===== config.mk =====
export PLATFORM = sky130hd
export DESIGN_NAME = uart_rx_fifo
export DESIGN_NICKNAME = d
export VERILOG_FILES = /design/src/rtl/uart_rx_fifo_pkg.sv /design/src/rtl/uart_rx_fifo_sync_fifo.sv /design/src/rtl/uart_rx_fifo.sv
export SDC_FILE = /design/constraint.sdc
export NUM_CORES = 1
export LEC_CHECK = 0
export CAP_MARGIN = 0
export CORE_ASPECT_RATIO = 1.5
export CORE_MARGIN = 1.5
export CORE_UTILIZATION = 40
export DETAILED_ROUTE_END_ITERATION = 12
export PLACE_DENSITY = 0.58
export SETUP_SLACK_MARGIN = 0.5
export SLEW_MARGIN = 10
export SYNTH_ARGS = -nofsm -noshare
export SYNTH_HDL_FRONTEND = slang
export SYNTH_HIERARCHICAL = 1
export SYNTH_SLANG_ARGS = --single-unit

===== constraint.sdc =====
create_clock -name clk -period 4.66 [get_ports clk]
set_input_delay 0.699 -clock clk [delete_from_list [all_inputs] [get_ports clk]]
set_output_delay 0.699 -clock clk [all_outputs]
set_load 0.03 [all_outputs]

===== src/rtl/uart_rx_fifo_pkg.sv =====
`default_nettype none
// ============================================================================
// uart_rx_fifo_pkg : shared types, MMIO offsets and helpers for the UART RX
// Revision: 1.0
// ============================================================================
package uart_rx_fifo_pkg;

  typedef enum logic [2:0] {
    ST_IDLE      = 3'd0,
    ST_START     = 3'd1,
    ST_DATA      = 3'd2,
    ST_PARITY    = 3'd3,
    ST_STOP      = 3'd4,
    ST_WAIT_HIGH = 3'd5
  } uart_rx_state_t;

  localparam logic [31:0] UART_BASE_ADDR    = 32'h8000_0000;
  localparam logic [31:0] UART_RX_DATA      = 32'h0000_0008;
  localparam logic [31:0] UART_RX_STAT      = 32'h0000_000C;
  localparam int          UART_CLKS_PER_BIT = 868;

  // Expected parity bit; unused upper data bits must be zero.
  function automatic logic data_parity(input logic [7:0] data, input logic odd);
    return (^data) ^ odd;
  endfunction

endpackage
`default_nettype wire


===== src/rtl/uart_rx_fifo_sync_fifo.sv =====
`default_nettype none
// ============================================================================
// sync_fifo : first-word-fall-through FIFO with occupancy count
// Revision: 1.0
// ============================================================================
module sync_fifo #(
  parameter int WIDTH = 8,
  parameter int DEPTH = 16
) (
  input  logic                       clk,
  input  logic                       rst_n,
  input  logic                       push,
  input  logic [WIDTH-1:0]           push_data,
  input  logic                       pop,
  output logic [WIDTH-1:0]           pop_data,
  output logic                       full,
  output logic                       empty,
  output logic [$clog2(DEPTH):0]     count
);

  localparam int AW = $clog2(DEPTH);
  localparam int CW = AW + 1;

  logic [WIDTH-1:0] mem_q [DEPTH];
  logic [AW-1:0]    wr_ptr_q, wr_ptr_d;
  logic [AW-1:0]    rd_ptr_q, rd_ptr_d;
  logic [CW-1:0]    count_q, count_d;
  logic             do_push, do_pop;

  // A pop frees a slot in the same cycle, so a full FIFO still accepts a push.
  always_comb begin
    do_pop   = pop && (count_q != '0);
    do_push  = push && ((count_q != CW'(DEPTH)) || do_pop);
    wr_ptr_d = do_push ? wr_ptr_q + 1'b1 : wr_ptr_q;
    rd_ptr_d = do_pop  ? rd_ptr_q + 1'b1 : rd_ptr_q;
    count_d  = count_q + CW'(do_push) - CW'(do_pop);
  end

  always_ff @(posedge clk or negedge rst_n) begin
    if (!rst_n) begin
      wr_ptr_q <= '0;
      rd_ptr_q <= '0;
      count_q  <= '0;
    end else begin
      wr_ptr_q <= wr_ptr_d;
      rd_ptr_q <= rd_ptr_d;
      count_q  <= count_d;
    end
  end

  always_ff @(posedge clk) begin
    if (do_push) begin
      mem_q[wr_ptr_q] <= push_data;
    end
  end

  assign pop_data = mem_q[rd_ptr_q];
  assign full     = (count_q == CW'(DEPTH));
  assign empty    = (count_q == '0);
  assign count    = count_q;

endmodule
`default_nettype wire


===== src/rtl/uart_rx_fifo.sv =====
`default_nettype none
// ============================================================================
// uart_rx_fifo : UART receiver (configurable framing) feeding an RX FIFO
// Revision: 1.0
// ============================================================================
module uart_rx_fifo
  import uart_rx_fifo_pkg::*;
#(
  parameter int CLKS_PER_BIT = UART_CLKS_PER_BIT,
  parameter int DATA_BITS    = 8,
  parameter int PARITY_EN    = 0,
  parameter int PARITY_ODD   = 0,
  parameter int STOP_BITS    = 1,
  parameter int FIFO_DEPTH   = 16
) (
  input  logic                            clk,
  input  logic                            rst_n,
  input  logic                            rx_in,
  input  logic                            rd_en,
  output logic [DATA_BITS-1:0]            rd_data,
  output logic                            rd_valid,
  output logic [$clog2(FIFO_DEPTH):0]     fifo_count,
  output logic                            frame_err,
  output logic                            parity_err,
  output logic                            overrun_err,
  input  logic                            err_clr
);

  localparam int            CNT_W     = $clog2(CLKS_PER_BIT);
  localparam logic [CNT_W-1:0] HALF_BIT = CNT_W'(CLKS_PER_BIT / 2 - 1);
  localparam logic [CNT_W-1:0] FULL_BIT = CNT_W'(CLKS_PER_BIT - 1);
  localparam logic          ODD       = (PARITY_ODD != 0);

  logic [1:0]           sync_q;
  logic                 rx_s;
  uart_rx_state_t       state_q, state_d;
  logic [CNT_W-1:0]     baud_q, baud_d;
  logic [2:0]           bit_q, bit_d;
  logic [DATA_BITS-1:0] shift_q, shift_d;
  logic                 bad_q, bad_d;
  logic                 frame_err_q, frame_err_d;
  logic                 parity_err_q, parity_err_d;
  logic                 overrun_err_q, overrun_err_d;
  logic                 push, frame_evt, parity_evt, overrun_evt;
  logic                 tick;
  logic                 fifo_full, fifo_empty;

  assign rx_s = sync_q[1];
  assign tick = (baud_q == '0);

  always_comb begin
    state_d    = state_q;
    baud_d     = baud_q;
    bit_d      = bit_q;
    shift_d    = shift_q;
    bad_d      = bad_q;
    push       = 1'b0;
    frame_evt  = 1'b0;
    parity_evt = 1'b0;
    case (state_q)
      ST_IDLE: begin
        if (!rx_s) begin
          state_d = ST_START;
          baud_d  = HALF_BIT;
        end
      end
      ST_START: begin
        if (!tick) begin
          baud_d = baud_q - 1'b1;
        end else if (rx_s) begin
          state_d = ST_IDLE;
        end else begin
          state_d = ST_DATA;
          baud_d  = FULL_BIT;
          bit_d   = '0;
          bad_d   = 1'b0;
        end
      end
      ST_DATA: begin
        if (!tick) begin
          baud_d = baud_q - 1'b1;
        end else begin
          baud_d  = FULL_BIT;
          shift_d = {rx_s, shift_q[DATA_BITS-1:1]};
          if (bit_q == 3'(DATA_BITS - 1)) begin
            bit_d   = '0;
            state_d = (PARITY_EN != 0) ? ST_PARITY : ST_STOP;
          end else begin
            bit_d = bit_q + 1'b1;
          end
        end
      end
      ST_PARITY: begin
        if (!tick) begin
          baud_d = baud_q - 1'b1;
        end else begin
          baud_d  = FULL_BIT;
          state_d = ST_STOP;
          if (rx_s != data_parity(8'(shift_q), ODD)) begin
            bad_d      = 1'b1;
            parity_evt = 1'b1;
          end
        end
      end
      ST_STOP: begin
        if (!tick) begin
          baud_d = baud_q - 1'b1;
        end else begin
          baud_d = FULL_BIT;
          // A low stop bit may be a break; wait for the line to recover.
          if (!rx_s) begin
            frame_evt = 1'b1;
            bit_d     = '0;
            state_d   = ST_WAIT_HIGH;
          end else if (bit_q == 3'(STOP_BITS - 1)) begin
            bit_d   = '0;
            state_d = ST_IDLE;
            push    = !bad_q;
          end else begin
            bit_d = bit_q + 1'b1;
          end
        end
      end
      ST_WAIT_HIGH: begin
        if (rx_s) begin
          state_d = ST_IDLE;
        end
      end
      default: state_d = ST_IDLE;
    endcase
  end

  // A pop in the same cycle makes room, so only an unserviced full FIFO overruns.
  always_comb begin
    overrun_evt   = push && fifo_full && !rd_en;
    frame_err_d   = (frame_err_q   && !err_clr) || frame_evt;
    parity_err_d  = (parity_err_q  && !err_clr) || parity_evt;
    overrun_err_d = (overrun_err_q && !err_clr) || overrun_evt;
  end

  always_ff @(posedge clk or negedge rst_n) begin
    if (!rst_n) begin
      sync_q        <= 2'b11;
      state_q       <= ST_IDLE;
      baud_q        <= '0;
      bit_q         <= '0;
      shift_q       <= '0;
      bad_q         <= 1'b0;
      frame_err_q   <= 1'b0;
      parity_err_q  <= 1'b0;
      overrun_err_q <= 1'b0;
    end else begin
      sync_q        <= {sync_q[0], rx_in};
      state_q       <= state_d;
      baud_q        <= baud_d;
      bit_q         <= bit_d;
      shift_q       <= shift_d;
      bad_q         <= bad_d;
      frame_err_q   <= frame_err_d;
      parity_err_q  <= parity_err_d;
      overrun_err_q <= overrun_err_d;
    end
  end

  sync_fifo #(
    .WIDTH (DATA_BITS),
    .DEPTH (FIFO_DEPTH)
  ) u_fifo (
    .clk       (clk),
    .rst_n     (rst_n),
    .push      (push),
    .push_data (shift_q),
    .pop       (rd_en),
    .pop_data  (rd_data),
    .full      (fifo_full),
    .empty     (fifo_empty),
    .count     (fifo_count)
  );

  assign rd_valid    = !fifo_empty;
  assign frame_err   = frame_err_q;
  assign parity_err  = parity_err_q;
  assign overrun_err = overrun_err_q;

endmodule
`default_nettype wire


==> reports/qor.csv <==
stage,metric,value,unit
power,ir_worst_vdd,0.000370,V
floorplanning,dieArea,19600,um^2
layout,stdcell_area,8510,um^2
outcome,status,"complete, no violations",
cts,clock-sinks,171,
cts,cts_tree,built,
critical_path,critPathLaunch,u_fifo/rd_ptr_q[0]$_DFFE_PN0N_,
synthesis,yosysMostFrequentCell,edfxtp_1,
timing,fmax,0.266,GHz
route,drc,0,
synthesis,synth-xor-area-share,2.40,%
cts,postCtsHoldBufs,0,
timing,fin_hold_ws,0.362,ns
synthesis,synth_cell_types,63,
synthesis,postSynth.asyncResetShare,25.1,%
floorplanning,rows,61,
cts,cts_root_buffer,clkbuf_16,
timing,final.setup.tns,0,ns
timing,drv_slew,0,
global_route,grt_pass1_vias,4240,
cts,insertion_delay,0.41,ns
hold_path,min-delay-start,sync_q[0]$_DFF_PN1_,
floorplanning,coreArea,18500,um^2
global_route,gr-usage-all-layers,16.7,%
power,p_leak,3.44,nW
placement,dpl_cell_area,7900,um^2
synthesis,netlist_instances,477,
synthesis,yosysWarnings,6,
critical_path,reg2regPathDepth,8,
floorplanning,start_util,40.6,%
cts,cts_max_path_buffers,2,
route,ant_nets,0,
global_route,antenna_found_initial,0,
route,met2_length,8090,um
critical_path,path_max_fanout,18,
route,highest_layer,met4,
route,drt_iter0_drc,167,
critical_path,arrival,3.06,ns
cts,cts_resized,0,
timing,hold_viol,0,
critical_path,start_kind,register,
synthesis,ys.flop_type,edfxtp_1,
cts,cts_buffers,17,
floorplanning,io_pins,22,
cts,cts_setup_buffers,0,
route,drt_wl_total,14900,um
synthesis,avgSynthCellArea,15.7,um^2
synthesis,synth_compound_area_share,8.48,%
synthesis,synth-seq-cells,171,
timing,fin_crit_sh,80.6,%
synthesis,synth_fa_ha_area_share,2.61,%
timing,tightestPinTransition,1.00,ns
floorplanning,die_y,171,um
synthesis,yosysSeqAreaShare,65.7,%
layout,syn_to_final_growth,13.6,%
layout,drive_above_1_share,17.3,%
timing,slew_headroom,33.1,%
critical_path,r2r-start,baud_q[0]$_DFFE_PN0P_,
layout,n_fill_cell,1686,
route,via_per_inst,5.30,
synthesis,synth-edff-count,128,
route,wl_met1,6220,um
power,p_per_area,500,nW/um^2
critical_path,crit_path_end_kind,output port,
timing,rsz0062_at_grt,no,
placement,routabilityCongestion,0.825,
route,drtPass1Iterations,5,
flow_run,cap_viol_max_count,0,
hold_path,hp-class,reg -> reg,
timing,setup_violations,0,
synthesis,syn_area,7490,um^2
synthesis,synth_nets,497,
synthesis,synth_top_family_by_area,multiplexers,
critical_path,cp.required,3.96,ns
synthesis,yosys.area_share.simple,6.83,%
synthesis,yosys.area.top_type_share,51.3,%
placement,placedCellCount,735,
critical_path,path_class,reg -> out,
cts,clkTransAtPathRegs,0.06,ns
route,wire_per_inst,19.4,um
timing,fin_skew,0.00714,ns
timing,period_minus_slack,3.76,ns
placement,dpl.hpwl,9870,um
synthesis,synthTopCellsByArea,"edfxtp_1 51%, dfrtp_1 14%, mux4_2 4.8%",
layout,final_nets,522,
synthesis,synth_top_cells_by_count,"128 x edfxtp_1, 41 x dfrtp_1, 32 x mux2i_1",
power,fin_total_pwr,0.00425,W
layout,fin_cells,767,
floorplanning,die_w,115,um
placement,port_buffers,21,
cts,cts_max_level,4,
layout,diodes,0,
route,num_vias,4062,
synthesis,post-synth-top-area-cell,edfxtp_1,
global_route,grt_pass1_wl,24300,um
hold_path,hold_depth,0,
global_route,grt_overflow,0,
global_route,grt_max_degree,44,
synthesis,synth_mux_area_share,10.6,%
route,dr_wl_met3,309,um
## registers in the layout (all words and copies together) (netlist names)
| register | cells |
|---|---|
| u_fifo/mem_q | 128 |
| bad_q | 1 |
| overrun_err | 1 |
| shift_q | 8 |
| u_fifo/count | 5 |
| parity_err | 1 |
| frame_err | 1 |
| bit_q | 3 |
| state_q | 3 |
| u_fifo/rd_ptr_q | 4 |
| baud_q | 10 |
| u_fifo/wr_ptr_q | 4 |
| sync_q | 2 |
## metal layers
| metal | GRT usage, % | vias up |
|---|---|---|
| li1 | - | 1887 |
| met1 | 20.9 | 2104 |
| met2 | 29.0 | 62 |
| met3 | 2.94 | 9 |
| met4 | 6.33 | 0 |
| met5 | 0 | - |
## area by class of cell
type	instances	area [um^2]	area share (%)
well taps	252	315	3.70
multi-input cells	261	2320	27.2
clock inverters	12	163	1.91
repair buffers	29	265	3.12
flip-flops and latches	171	4920	57.8
inverters	22	82.6	0.970
clock buffers	20	447	5.25
## final timing paths
| path | end | slack, ns |
|---|---|---|
| max in group asynchronous | u_fifo/rd_ptr_q[0]$_DFFE_PN0N_ | 3.51 |
| min in group asynchronous | baud_q[0]$_DFFE_PN0P_ | 0.45 |
| setup / recovery | rd_data[6] | 0.90 |
| hold / removal | sync_q[1]$_DFF_PN1_ | 0.36 |
| hold reg to reg | sync_q[1]$_DFF_PN1_ | 0.36 |
| setup reg to reg | u_fifo/mem_q[8][1]$_DFFE_PP_ | 1.07 |
## placed cells by master, fill, tap and decap left out, drive strengths merged, types with 5 or more instances in the layout
cell type | synthesis | routed
o21ai | 17 | 17
nor2 | 21 | 21
mux4 | 16 | 16
buf | 15 | 9
a22oi | 8 | 8
xnor2 | 13 | 13
mux2i | 32 | 32
nand3 | 5 | 5
ha | 14 | 14
clkdlybuf4s50 | 0 | 20
edfxtp | 128 | 128
mux2 | 10 | 10
clkbuf | 7 | 20
a21oi | 8 | 8
xor2 | 5 | 5
dfrtp | 41 | 41
nand2 | 24 | 24
nor3 | 9 | 9
a221oi | 16 | 16
inv | 22 | 26
nand2b | 7 | 7
## metrics by stage
stage,utilization [%],setup slack [ns]
6_report,46.1,0.905
5_1_grt,46.1,0.696
4_1_cts,46.1,0.878
3_5_place_dp,42.8,1.06
3_3_place_gp,42.8,1.21
2_1_floorplan,-,1.60
## cell families after synthesis
| logic type | Yosys count |
|---|---|
| AO/OA/AOI/OAI | 80 |
| buffers and inverters | 45 |
| AND/OR/NAND/NOR | 89 |
| XOR/XNOR | 19 |
| adder cells (fa/ha/maj) | 15 |
| multiplexers | 58 |
| flip-flops | 171 |
## critical path, stage by stage, from the launching register on
cell             delay (ns)
dfrtp_2                0.71
buf_4                  0.43
mux4_2                 0.60
a22oi_1                0.19
nand2_1                0.10
clkdlybuf4s50_1        0.61
## power by group
part / internal, W / leakage [nW] / total (W) / switching (W)
Sequential: 0.00167 / 2.03 / 0.00178 / 0.000112
Combinational: 0.000435 / 1.11 / 0.00104 / 0.000603
Clock: 0.000866 / 0.292 / 0.00144 / 0.000573
Total: 0.00297 / 3.44 / 0.00425 / 0.00129
Power figures use the tool's default switching activity.
